$ cat src/rtl/serial_adder_ctrl.sv
// Bit-serial add/subtract: one full-adder slice plus carry flop, sequenced LSB-first over WIDTH cycles.
// Latency WIDTH cycles accept-to-out_valid; result held in DONE until out_ready, in_ready low outside IDLE.
module serial_adder_ctrl #(
   parameter int WIDTH = 8,
   parameter int CNT_W = $clog2(WIDTH) + 1
) (
   input  logic             clk,
   input  logic             rst,
   input  logic             in_valid,
   output logic             in_ready,
   input  logic [WIDTH-1:0] a,
   input  logic [WIDTH-1:0] b,
   input  logic             sub,
   output logic             out_valid,
   input  logic             out_ready,
   output logic [WIDTH-1:0] sum,
   output logic             carry_out,
   output logic             overflow
);

   localparam logic [1:0] IDLE = 2'd0;
   localparam logic [1:0] RUN  = 2'd1;
   localparam logic [1:0] DONE = 2'd2;

   localparam logic [CNT_W-1:0] CNT_LAST    = CNT_W'(WIDTH - 1);
   localparam logic [CNT_W-1:0] CNT_MSB_CIN = CNT_W'(WIDTH - 2);

   logic [1:0]       state;
   logic [WIDTH-1:0] a_sr;
   logic [WIDTH-1:0] b_sr;
   logic [WIDTH-1:0] sum_sr;
   logic [CNT_W-1:0] count;
   logic             carry_ff;
   logic             msb_cin;
   logic             s;
   logic             c;

   assign s = a_sr[0] ^ b_sr[0] ^ carry_ff;
   assign c = (a_sr[0] & b_sr[0]) | (a_sr[0] & carry_ff) | (b_sr[0] & carry_ff);

   assign in_ready  = (state == IDLE);
   assign out_valid = (state == DONE);

   always_ff @(posedge clk) begin
      if (rst) begin
         state     <= IDLE;
         a_sr      <= '0;
         b_sr      <= '0;
         sum_sr    <= '0;
         count     <= '0;
         carry_ff  <= 1'b0;
         msb_cin   <= 1'b0;
         sum       <= '0;
         carry_out <= 1'b0;
         overflow  <= 1'b0;
      end else begin
         case (state)
            IDLE: begin
               if (in_valid) begin
                  // Subtract is A + ~B + 1: the +1 enters as the initial carry.
                  a_sr     <= a;
                  b_sr     <= sub ? ~b : b;
                  carry_ff <= sub;
                  count    <= '0;
                  sum_sr   <= '0;
                  state    <= RUN;
               end
            end
            RUN: begin
               sum_sr   <= {s, sum_sr[WIDTH-1:1]};
               a_sr     <= {1'b0, a_sr[WIDTH-1:1]};
               b_sr     <= {1'b0, b_sr[WIDTH-1:1]};
               carry_ff <= c;
               count    <= count + CNT_W'(1);
               if (count == CNT_MSB_CIN) begin
                  msb_cin <= c;
               end
               if (count == CNT_LAST) begin
                  sum       <= {s, sum_sr[WIDTH-1:1]};
                  carry_out <= c;
                  overflow  <= msb_cin ^ c;
                  state     <= DONE;
               end
            end
            DONE: begin
               if (out_ready) begin
                  state <= IDLE;
               end
            end
            default: state <= IDLE;
         endcase
      end
   end

endmodule

$ cat config.mk
export PLATFORM = sky130hd
export DESIGN_NAME = serial_adder_ctrl
export DESIGN_NICKNAME = d
export VERILOG_FILES = /design/src/rtl/serial_adder_ctrl.sv
export SDC_FILE = /design/constraint.sdc
export NUM_CORES = 1
export LEC_CHECK = 0
export CORE_ASPECT_RATIO = 2
export CORE_MARGIN = 1.5
export CORE_UTILIZATION = 40
export DETAILED_ROUTE_END_ITERATION = 10
export PLACE_DENSITY = 0.63
export REMOVE_ABC_BUFFERS = 1
export SLEW_MARGIN = 15
export SYNTH_ARGS = -nofsm -noshare
export SYNTH_HDL_FRONTEND = slang
export SYNTH_SLANG_ARGS = --single-unit
$ cat constraint.sdc
create_clock -name clk -period 1.31 [get_ports clk]
set_input_delay 0.262 -clock clk [delete_from_list [all_inputs] [get_ports clk]]
set_output_delay 0.262 -clock clk [all_outputs]
set_load 0.01 [all_outputs]
---- Word-level counts from Yosys, hierarchy flattened ----
Cells that the tools add are included.
operators by class
  bitwise logic cells ..................... 9
  equal/unequal tests ..................... 7
  multiply operators ...................... 0
  multiplexer cells ....................... 15
  reduce and logical (&&, ||, !) cells .... 6
  shifts and indexed selects .............. 0
  div/mod/pow operators ................... 0
  add/sub/neg operators ................... 1
  $lt $le $gt $ge ......................... 0
operator list
  operator                                                                  count
  8-bit case mux with 2 select lines                                        3
  8-bit 2-to-1 mux                                                          4
  4-bit by 3-bit equality test with 1-bit output (second input constant)    2
  8-bit inverter                                                            1
  4-bit case mux with 2 select lines                                        1
  2-bit 2-to-1 mux                                                          3
  2-bit case mux with 3 select lines                                        1
  2-bit AND reduction                                                       3
  4-bit by 1-bit adder with 4-bit output (second input constant)            1
  4-bit 2-to-1 mux                                                          1
  2-bit inequality test (second input constant)                             2
  1-bit AND                                                                 3
  3-bit AND reduction                                                       1
  1-bit XOR                                                                 3
  2-bit by 1-bit equality test with 1-bit output (second input constant)    1
  2-bit equality test (second input constant)                               1
  2-bit logical NOT                                                         1
  2-bit by 1-bit inequality test with 1-bit output (second input constant)  1
  1-bit bitwise OR                                                          2
  1-bit case mux with 2 select lines                                        1
  2-bit nonzero test                                                        1
  1-bit 2-to-1 mux                                                          1
word-level totals
  bits in latches ......................... 0
  bits of input ports ..................... 21
  word-level logic and storage cells ...... 48
  memories ................................ 0
  output and inout port bits .............. 12
  bits in writable memories ............... 0
  memory bits (read-only) ................. 0
  register bits ........................... 42

---- Depth between registers and ports, before layout ----
Gate-level depths: netlist (run 1).
  depth after elaboration ................. 4
  depth in mapped cells ................... 5
  depth with buffers taken out ............ 4

---- Worst setup path after synthesis (run 1) ----
Ideal clock, no wire load.
  path type ............................... reg-to-reg
  start ................................... register state[1]
  end ..................................... register sum[0]
  arrival ................................. 1.173 ns
  clock period less this slack ............ 1.290 ns
  path slack .............................. 0.020 ns
  cell stages (with the launch flop) ...... 6
  setup time .............................. 0.116 ns
  required time ........................... 1.194 ns
  buffers on the path ..................... 2
  cell sequence ........................... dfxtp_1 -> buf_4 -> and4bb_2 -> and2_1 -> buf_6 -> a31o_2
between the ends
  cells in the longest elaborated chain, start to end .. 2
ends and longest elaborated chain
  item                                            line  RTL
  start, declared                                 28    logic [1:0] state;
  start signal, assigned                          46    state <= IDLE;
  start signal, assigned                          66    state <= RUN;
  start signal, assigned                          82    state <= DONE;
  2-bit by 1-bit equality test with 1-bit output  57    case (state)
  2-bit AND reduction (no line)                   n/a
  end signal, assigned                            79    sum <= {s, sum_sr[WIDTH-1:1]};
  end, declared                                   16    output logic [WIDTH-1:0] sum,
No other way between the ends.
A chain may end at the register's enable or synchronous reset.

---- Worst setup path after layout (run 1) ----
  start ................................... register state[0]
  end ..................................... register b_sr[6]
between the ends
  cells in the longest elaborated chain, start to end .. 3
  elaborated cells on any way between the ends .. 6
  classes of those cells .................. 2 x eq/ne; 1 x mux; 3 x reduce/logical
ends and longest elaborated chain
  item                                                                                        line  RTL
  2-bit by 1-bit equality test with 1-bit output / 2-bit logical NOT (equally long branches)  57
  2-bit nonzero test (no line) / 2-bit inequality test (equally long branches)                n/a
  2-bit AND reduction (no line)                                                               n/a
  end signal, assigned                                                                        62    b_sr <= sub ? ~b : b;
  end signal, assigned                                                                        72    b_sr <= {1'b0, b_sr[WIDTH-1:1]};
  end, declared                                                                               30    logic [WIDTH-1:0] b_sr;
Parallel ways exist; a longest one is shown, timed or not.

==> results of run 1 <==
==> area by class of cell <==
cell class	count	area (um2)	area share (%)
sequential	41	828.3	30.35
inverter	11	45.04	1.651
timing repair buffer	61	594.3	21.78
clock inverter	2	37.54	1.376
multi-input combinational	147	1062	38.93
timing repair inverter	1	7.507	0.2751
clock buffer	6	82.58	3.026
tap	57	71.32	2.613
==> kinds of logic (layout without fill, tap and decap cells) <==
group           count (synthesis)  count (layout)  share of synthesized area (%)
simple gates                   59              59                          14.62
xor+xnor                        9               9                          3.988
buf+inv                        31              81                          7.784
flops                          41              41                          41.52
compound gates                 74              74                          28.80
fa+ha+maj                       3               3                          2.278
mux                             2               2                          1.013
==> final timing paths <==
path                               start  cells past startpoint                     end
setup / recovery   state[0]$_SDFFE_PP0P_                      6    b_sr[6]$_SDFFE_PP0P_
hold / removal    carry_out$_SDFFE_PP0P_                      2  carry_out$_SDFFE_PP0P_
setup reg to reg   state[0]$_SDFFE_PP0P_                      6    b_sr[6]$_SDFFE_PP0P_
hold reg to reg   carry_out$_SDFFE_PP0P_                      2  carry_out$_SDFFE_PP0P_
==> registers in the layout, summed over array words and instances, names as in the netlist <==
| name | count |
|---|---|
| state | 2 |
| b_sr | 8 |
| a_sr | 8 |
| carry_ff | 1 |
| sum | 8 |
| carry_out | 1 |
| msb_cin | 1 |
| sum_sr | 7 |
| count | 4 |
| overflow | 1 |
==> synthesized netlist by cell type (3+ instances only) <==
cell | instances | area share, %
sky130_fd_sc_hd__dfxtp_1 | 41 | 42
sky130_fd_sc_hd__a21oi_1 | 26 | 6.6
sky130_fd_sc_hd__nor2_1 | 26 | 4.9
sky130_fd_sc_hd__a22oi_1 | 15 | 5.7
sky130_fd_sc_hd__inv_1 | 11 | 2.1
sky130_fd_sc_hd__nand2_1 | 9 | 1.7
sky130_fd_sc_hd__nand2b_1 | 9 | 2.8
sky130_fd_sc_hd__clkbuf_1 | 8 | 1.5
sky130_fd_sc_hd__o221a_2 | 8 | 4.6
sky130_fd_sc_hd__xnor2_1 | 8 | 3.5
sky130_fd_sc_hd__a31o_2 | 7 | 3.1
sky130_fd_sc_hd__o22ai_2 | 7 | 4.4
sky130_fd_sc_hd__buf_2 | 6 | 1.5
sky130_fd_sc_hd__nor2b_1 | 5 | 1.6
sky130_fd_sc_hd__buf_6 | 3 | 1.7
==> layer usage <==
metal | GRT usage, % | share of wire [%] | vias to the layer above
li1 | - | - | 875
met1 | 19.34 | 40 | 816
met2 | 31.06 | 56 | 27
met3 | 3.070 | 1.9 | 7
met4 | 8.679 | 1.8 | 0
met5 | 0 | 0 | -
==> stage by stage <==
stage,std cells,power (mW),TNS (ps)
final,326,2.830,-8.194
after global routing,326,2.946,-267.7
after CTS,321,2.807,-31.75
after detailed placement,312,1.745,-10930
after global placement,312,1.742,-10730
after floorplan,199,1.551,-7457
==> power breakdown <==
part	switching (mW)	total (mW)	leakage (nW)	internal (mW)
Combinational	0.190	0.432	0.705	0.242
Clock	0.439	1.06	0.0574	0.619
Sequential	0.0448	1.34	0.336	1.30
Total	0.674	2.83	1.10	2.16
==> critical path, cell delays in order (launching register included) <==
cell and delay [ps]:
sky130_fd_sc_hd__dfxtp_4 380, sky130_fd_sc_hd__buf_6 120, sky130_fd_sc_hd__buf_6 110, sky130_fd_sc_hd__o21bai_4 210, sky130_fd_sc_hd__clkbuf_16 200, sky130_fd_sc_hd__a22oi_2 60
sky130_fd_sc_hd__o22ai_2 160
==> timing repair <==
| item | 4_1_cts | 5_1_grt |
|---|---|---|
| setup buffers | 0 | 3 |
| pin swaps | 0 | 7 |
| gates cloned | 1 | 2 |
| endpoints found under the setup margin | 40 | 29 |
| resized for setup | 27 | 18 |
==> layout by cell type, fill, tap and decap left out, types with 2 or more instances in the layout <==
cell,Yosys,final
sky130_fd_sc_hd__dfxtp_1,41,39
sky130_fd_sc_hd__a21oi_1,26,26
sky130_fd_sc_hd__nor2_1,26,21
sky130_fd_sc_hd__clkdlybuf4s50_1,0,20
sky130_fd_sc_hd__buf_4,2,20
sky130_fd_sc_hd__a22oi_1,15,12
sky130_fd_sc_hd__inv_1,11,10
sky130_fd_sc_hd__dlygate4sd2_1,0,10
sky130_fd_sc_hd__nand2b_1,9,9
sky130_fd_sc_hd__nand2_1,9,9
sky130_fd_sc_hd__o221a_2,8,8
sky130_fd_sc_hd__xnor2_1,8,8
sky130_fd_sc_hd__a31o_2,7,7
sky130_fd_sc_hd__o22ai_2,7,7
sky130_fd_sc_hd__clkbuf_8,0,6
sky130_fd_sc_hd__nor2_2,0,5
sky130_fd_sc_hd__buf_6,3,5
sky130_fd_sc_hd__clkinvlp_4,0,3
sky130_fd_sc_hd__nor2b_1,5,3
sky130_fd_sc_hd__a22oi_2,0,3
sky130_fd_sc_hd__nor2b_4,0,2
sky130_fd_sc_hd__mux2i_1,2,2
sky130_fd_sc_hd__o21ai_0,2,2
sky130_fd_sc_hd__nand3_1,2,2
sky130_fd_sc_hd__ha_1,2,2
sky130_fd_sc_hd__clkbuf_16,0,2
sky130_fd_sc_hd__buf_2,6,2
sky130_fd_sc_hd__buf_12,0,2
sky130_fd_sc_hd__dfxtp_4,0,2
==> flow_summary.rst, run 1 <==
.. list-table::
   :header-rows: 1

   * - Metric
     - Value
   * - Critical Path End Type
     - flop
   * - Total wire length after detailed routing
     - 4.536 mm
   * - Vias per cell
     - 5.291
   * - Hold Fails Final Rpt
     - 0
   * - Slew at the pin with the worst max-slew slack
     - 351.2 ps
   * - Placed Area
     - 2461 um2
   * - Initial core utilization
     - 41.02%
   * - Worst endpoint data arrival time
     - 1540 ps
   * - Area inside the core boundary
     - 4820 um2
   * - Crit path kind
     - flop to flop
   * - Fraction of final layout cells sized beyond drive strength 1
     - 30.11%
   * - Placement Setup Slack
     - -360.1 ps
   * - Mapped Avg Cell Area
     - 9.027 um2
   * - Post-synthesis cell area
     - 1977 um2
   * - Setup repair after global routing missed its margin
     - yes
   * - Clock sink count
     - 41
   * - Max-cap check violation count
     - 0
   * - Final Cell Area
     - 2729 um2
   * - Worst R2R Setup Slack
     - -6 ps
   * - Number of max-slew violations in the final report
     - 0
   * - Min Clock Period, post-route
     - 1316 ps
   * - Count of input and output buffers
     - 32
   * - Primary FF master, synth
     - sky130_fd_sc_hd__dfxtp_1
   * - Highest clock frequency the design can meet
     - 759.8 MHz
   * - Die ar.
     - 5399 um2
   * - Setup violations, final
     - 2
   * - Clock Skew
     - 7.938 ps
   * - Number of synthesized flops with an enable pin
     - 0
   * - Static power due to leakage
     - 1.098 nW
   * - Unique cell type count in the Yosys netlist
     - 39
   * - Number of levels in the clock H-tree
     - 2
   * - Worst min-delay path category
     - flop to flop
   * - Inserted Clock Buffers
     - 5
   * - Clock-pin slew of the registers on the worst-case setup and hold paths
     - 80 ps
   * - Final worst slack
     - -6.192 ps
   * - Number of fill cells
     - 434
   * - Total DRC errors in the routed layout
     - 0
   * - Warnings, synthesis
     - 0
   * - Proportion of synthesized flip-flops having asynchronous set or reset
     - 0%
   * - Post-DRT Antenna Nets
     - 0
   * - CTS tree
     - built
   * - Global-route total usage across every layer
     - 17.52%
   * - Hold_ws
     - 460.5 ps
   * - Cts-stage hold buffer count
     - 0
   * - Violations in the final reports
     - negative setup slack
   * - Type of origin of the critical path
     - flop
   * - Proportion of synthesized chip area in sequential cells
     - 41.52%
   * - Placed wire-length estimate after detailed placement
     - 3.084 mm
   * - Vias in the first global route
     - 1596
   * - Syn Inst Count
     - 219
   * - Die Ht
     - 102.4 um
   * - Final core utilization
     - 56.62%
   * - Site Rows
     - 36
   * - Largest net degree at the start of global routing
     - 20
   * - Number of vias after detailed routing
     - 1725
   * - Io pins
     - 33
   * - Diodes inserted
     - 0
   * - Final period utilization
     - 100.5%
   * - Maximum fanout count along the critical path
     - 6
   * - Outcome
     - finished with violations
   * - Remaining global-route overflow
     - 0
   * - Power Density
     - 1037 nW/um2
   * - Data required time of the critical path
     - 1530 ps
   * - Wire length per cell
     - 13.91 um
   * - Final-stage net count
     - 292
   * - Root Driver
     - sky130_fd_sc_hd__clkbuf_8
   * - Area grow syn2layout
     - 38.04%
   * - Final estimated routing congestion in global placement
     - 0.7450
   * - Number of antenna violations at the first check in global routing
     - 0
   * - Flops & latches, synth
     - 41
   * - DRT iter0 DRCs
     - 41
   * - VDD IR max
     - 0.0008287 V
   * - Clock latency at the later pin of the worst-skew pair
     - 290 ps
   * - Number of iterations in the first detailed-routing pass
     - 4
   * - Deepest clock path buffer count
     - 2
   * - Relative slew slack
     - 76.54%
   * - Die extent in x
     - 52.71 um
   * - Wire length of the first global-routing pass
     - 7.065 mm
Note: power is estimated with default switching activity, not from simulation.
==> run 2: changes to the inputs <==
- SKIP_LAST_GASP: not set -> 1
==> flow_summary.rst, run 2 (synthesis results as in run 1) <==
.. list-table::
   :header-rows: 1

   * - Metric
     - Value
   * - Inserted Clock Buffers
     - 5 (unchanged)
   * - Remaining global-route overflow
     - 0 (unchanged)
   * - Placed wire-length estimate after detailed placement
     - 3.084 mm (unchanged)
   * - Wire length per cell
     - 13.74 um (-1.3%)
   * - Io pins
     - 33 (unchanged)
   * - Data required time of the critical path
     - 1530 ps (about the same)
   * - Initial core utilization
     - 41.02% (unchanged)
   * - Crit-path slowest cell
     - sky130_fd_sc_hd__dfxtp_4
   * - Number of antenna violations at the first check in global routing
     - 0 (unchanged)
   * - Hold_ws
     - 460.4 ps (-0.01400 ps)
   * - Clock latency at the later pin of the worst-skew pair
     - 290 ps (about the same)
   * - Diodes inserted
     - 0 (unchanged)
   * - Hold Fails Final Rpt
     - 0 (unchanged)
   * - Count of input and output buffers
     - 32 (unchanged)
   * - Regs by FF count
     - a_sr x8, b_sr x8, sum x8
   * - Total DRC errors in the routed layout
     - 0 (unchanged)
   * - Post-Route Setup TNS
     - 0 ps (+8.194 ps)
   * - Share of power burned in the clock network
     - 37.5% (about the same)
   * - Switching part of the total power
     - 23.61% (-0.19 points)
   * - Final period utilization
     - 98.73% (-1.7 points)
   * - Final estimated routing congestion in global placement
     - 0.7450 (unchanged)
   * - Max-cap check violation count
     - 0 (unchanged)
   * - Type of origin of the critical path
     - flop
   * - Global-route total usage across every layer
     - 17.52% (unchanged)
   * - Maximum fanout count along the critical path
     - 6 (unchanged)
   * - CTS tree
     - built
   * - Setup repair after global routing missed its margin
     - yes
   * - Internal power summed over all cells
     - 2.154 mW (-0.12%)
   * - Leading cell types in the layout, fill and taps excluded
     - 39 x sky130_fd_sc_hd__dfxtp_1, 26 x sky130_fd_sc_hd__a21oi_1, 23 x sky130_fd_sc_hd__nor2_1
   * - Final-stage net count
     - 291 (-0.34%)
   * - Highest clock frequency the design can meet
     - 773.2 MHz (+1.8%)
   * - Number of levels in the clock H-tree
     - 2 (unchanged)
   * - Placement Setup Slack
     - -360.1 ps (unchanged)
   * - Die ar.
     - 5399 um2 (unchanged)
   * - Root Driver
     - sky130_fd_sc_hd__clkbuf_8
   * - Register share of total power
     - 47.4% (about the same)
   * - Worst R2R Setup Slack
     - 20 ps (+20 ps)
   * - Total wire length after detailed routing
     - 4.465 mm (-1.6%)
   * - Final worst slack
     - 16.70 ps (+22.89 ps)
   * - Cts-stage hold buffer count
     - 0 (unchanged)
   * - Worst reg2reg path startpoint
     - state[0]$_SDFFE_PP0P_
   * - Clock-pin slew of the registers on the worst-case setup and hold paths
     - 80 ps (about the same)
   * - DRT iter0 DRCs
     - 35 (-15%)
   * - Deepest clock path buffer count
     - 2 (unchanged)
   * - Top cell by count, worst path
     - sky130_fd_sc_hd__buf_6
   * - Power Density
     - 1048 nW/um2 (+1.1%)
   * - Critical Path End Type
     - flop
   * - Fraction of final layout cells sized beyond drive strength 1
     - 27.99% (-2.1 points)
   * - Worst endpoint data arrival time
     - 1510 ps (-30 ps)
   * - Die Ht
     - 102.4 um (unchanged)
   * - Outcome
     - complete, no violations
   * - VDD IR max
     - 0.0008307 V (+0.25%)
   * - Wire length of the first global-routing pass
     - 7.065 mm (unchanged)
   * - Number of max-slew violations in the final report
     - 0 (unchanged)
   * - Largest net degree at the start of global routing
     - 20 (unchanged)
   * - Setup violations, final
     - 0 (-2)
   * - Slew at the pin with the worst max-slew slack
     - 315.9 ps (-35.27 ps)
   * - Vias per cell
     - 5.188 (-2.0%)
   * - Static power due to leakage
     - 1.090 nW (-0.75%)
   * - Area grow syn2layout
     - 36.08%
   * - Worst min-delay path category
     - flop to flop
   * - Critical Path Source
     - state[0]$_SDFFE_PP0P_
   * - Area inside the core boundary
     - 4820 um2 (unchanged)
   * - Crit path kind
     - flop to flop
   * - Site Rows
     - 36 (unchanged)
   * - P_sw
     - 0.6658 mW (-1.2%)
   * - Maximum single-stage delay on the critical path
     - 370 ps (about the same)
   * - Cells traversed along the worst timing path
     - buf_6 > buf_6 > o21bai_4 > clkbuf_16 > a22oi_1 > o22ai_2
   * - Min Clock Period, post-route
     - 1293 ps (-22.89 ps)
   * - Commonest non-fill, non-tap cell in the layout
     - sky130_fd_sc_hd__dfxtp_1
   * - Number of vias after detailed routing
     - 1686 (-2.3%)
   * - Part of the power in combinational logic
     - 15.1% (-0.2 points)
   * - Relative slew slack
     - 78.90% (+2.4 points)
   * - Die extent in x
     - 52.71 um (unchanged)
   * - Vias in the first global route
     - 1596 (unchanged)
   * - Clock sink count
     - 41 (unchanged)
   * - Number of iterations in the first detailed-routing pass
     - 4 (unchanged)
   * - Hold Startpoint
     - carry_out$_SDFFE_PP0P_
   * - Clock Skew
     - 8.487 ps (+0.5489 ps)
   * - Post-DRT Antenna Nets
     - 0 (unchanged)
## run 2: cell types whose count changed in the layout (fill, tap and decap cells not counted), sizes merged
cell	previous run	this run
buf	29	27
clkbuf	8	9
## run 2: layer usage
| layer | routed length (um) | track usage [%] |
|---|---|---|
| met5 | 0 | 0 |
| met4 | 96 | 8.679 |
| met3 | 85 | 3.070 |
| met2 | 2435 | 31.06 |
| met1 | 1847 | 19.34 |
## run 2: path summary, 6_finish.rpt
path | endpoint | cells after the start
worst max-delay path | b_sr[1]$_SDFFE_PP0P_ | 6
worst min-delay path | carry_out$_SDFFE_PP0P_ | 2
worst max register to register | b_sr[1]$_SDFFE_PP0P_ | 6
worst min register to register | carry_out$_SDFFE_PP0P_ | 2
## run 2: repair_timing
| item | 4_1_cts | 5_1_grt |
|---|---|---|
| gates resized for setup | 24 | 15 |
| pin swaps | 0 | 2 |
| setup endpoints to repair | 40 | 28 |
| setup buffers | 0 | 3 |
| cloned | 1 | 2 |
## run 2: worst max-delay path: cells and delay by family, from the launching register on
family / cells / cell delay [ps]
flip-flops: 1 / 370
AO/OA/AOI/OAI: 3 / 420
buffers and inverters: 3 / 430
## run 2: layout make-up
cell class / count / area (um2)
Inverter: 11 / 45.04
Clock inverter: 2 / 37.54
Fill cell: 432 / 2130
Sequential cell: 41 / 828.3
Clock buffer: 6 / 82.58
Timing Repair Buffer: 60 / 578.1
Tap cell: 57 / 71.32
Timing Repair inverter: 1 / 7.507
Multi-Input combinational cell: 147 / 1040
## run 2: through the flow
stage / instance area, um2 / std cells / util (%) / power (mW)
detailed placement: 2461 / 312 / 51.06 / 1.745
global placement: 2461 / 312 / 51.06 / 1.742
global route: 2690 / 325 / 55.82 / 2.938
floorplan: 1864 / 199 / - / 1.551
CTS: 2592 / 321 / 53.79 / 2.807
finish: 2690 / 325 / 55.82 / 2.820
## run 2: power groups by stage
stage / clock, mW / combinational [mW] / sequential, mW
2_1_floorplan: 0 / 0.190 / 1.36
3_3_place_gp: 0 / 0.376 / 1.37
3_5_place_dp: 0 / 0.379 / 1.37
4_1_cts: 1.09 / 0.386 / 1.34
5_1_grt: 1.13 / 0.466 / 1.34
6_report: 1.06 / 0.427 / 1.34
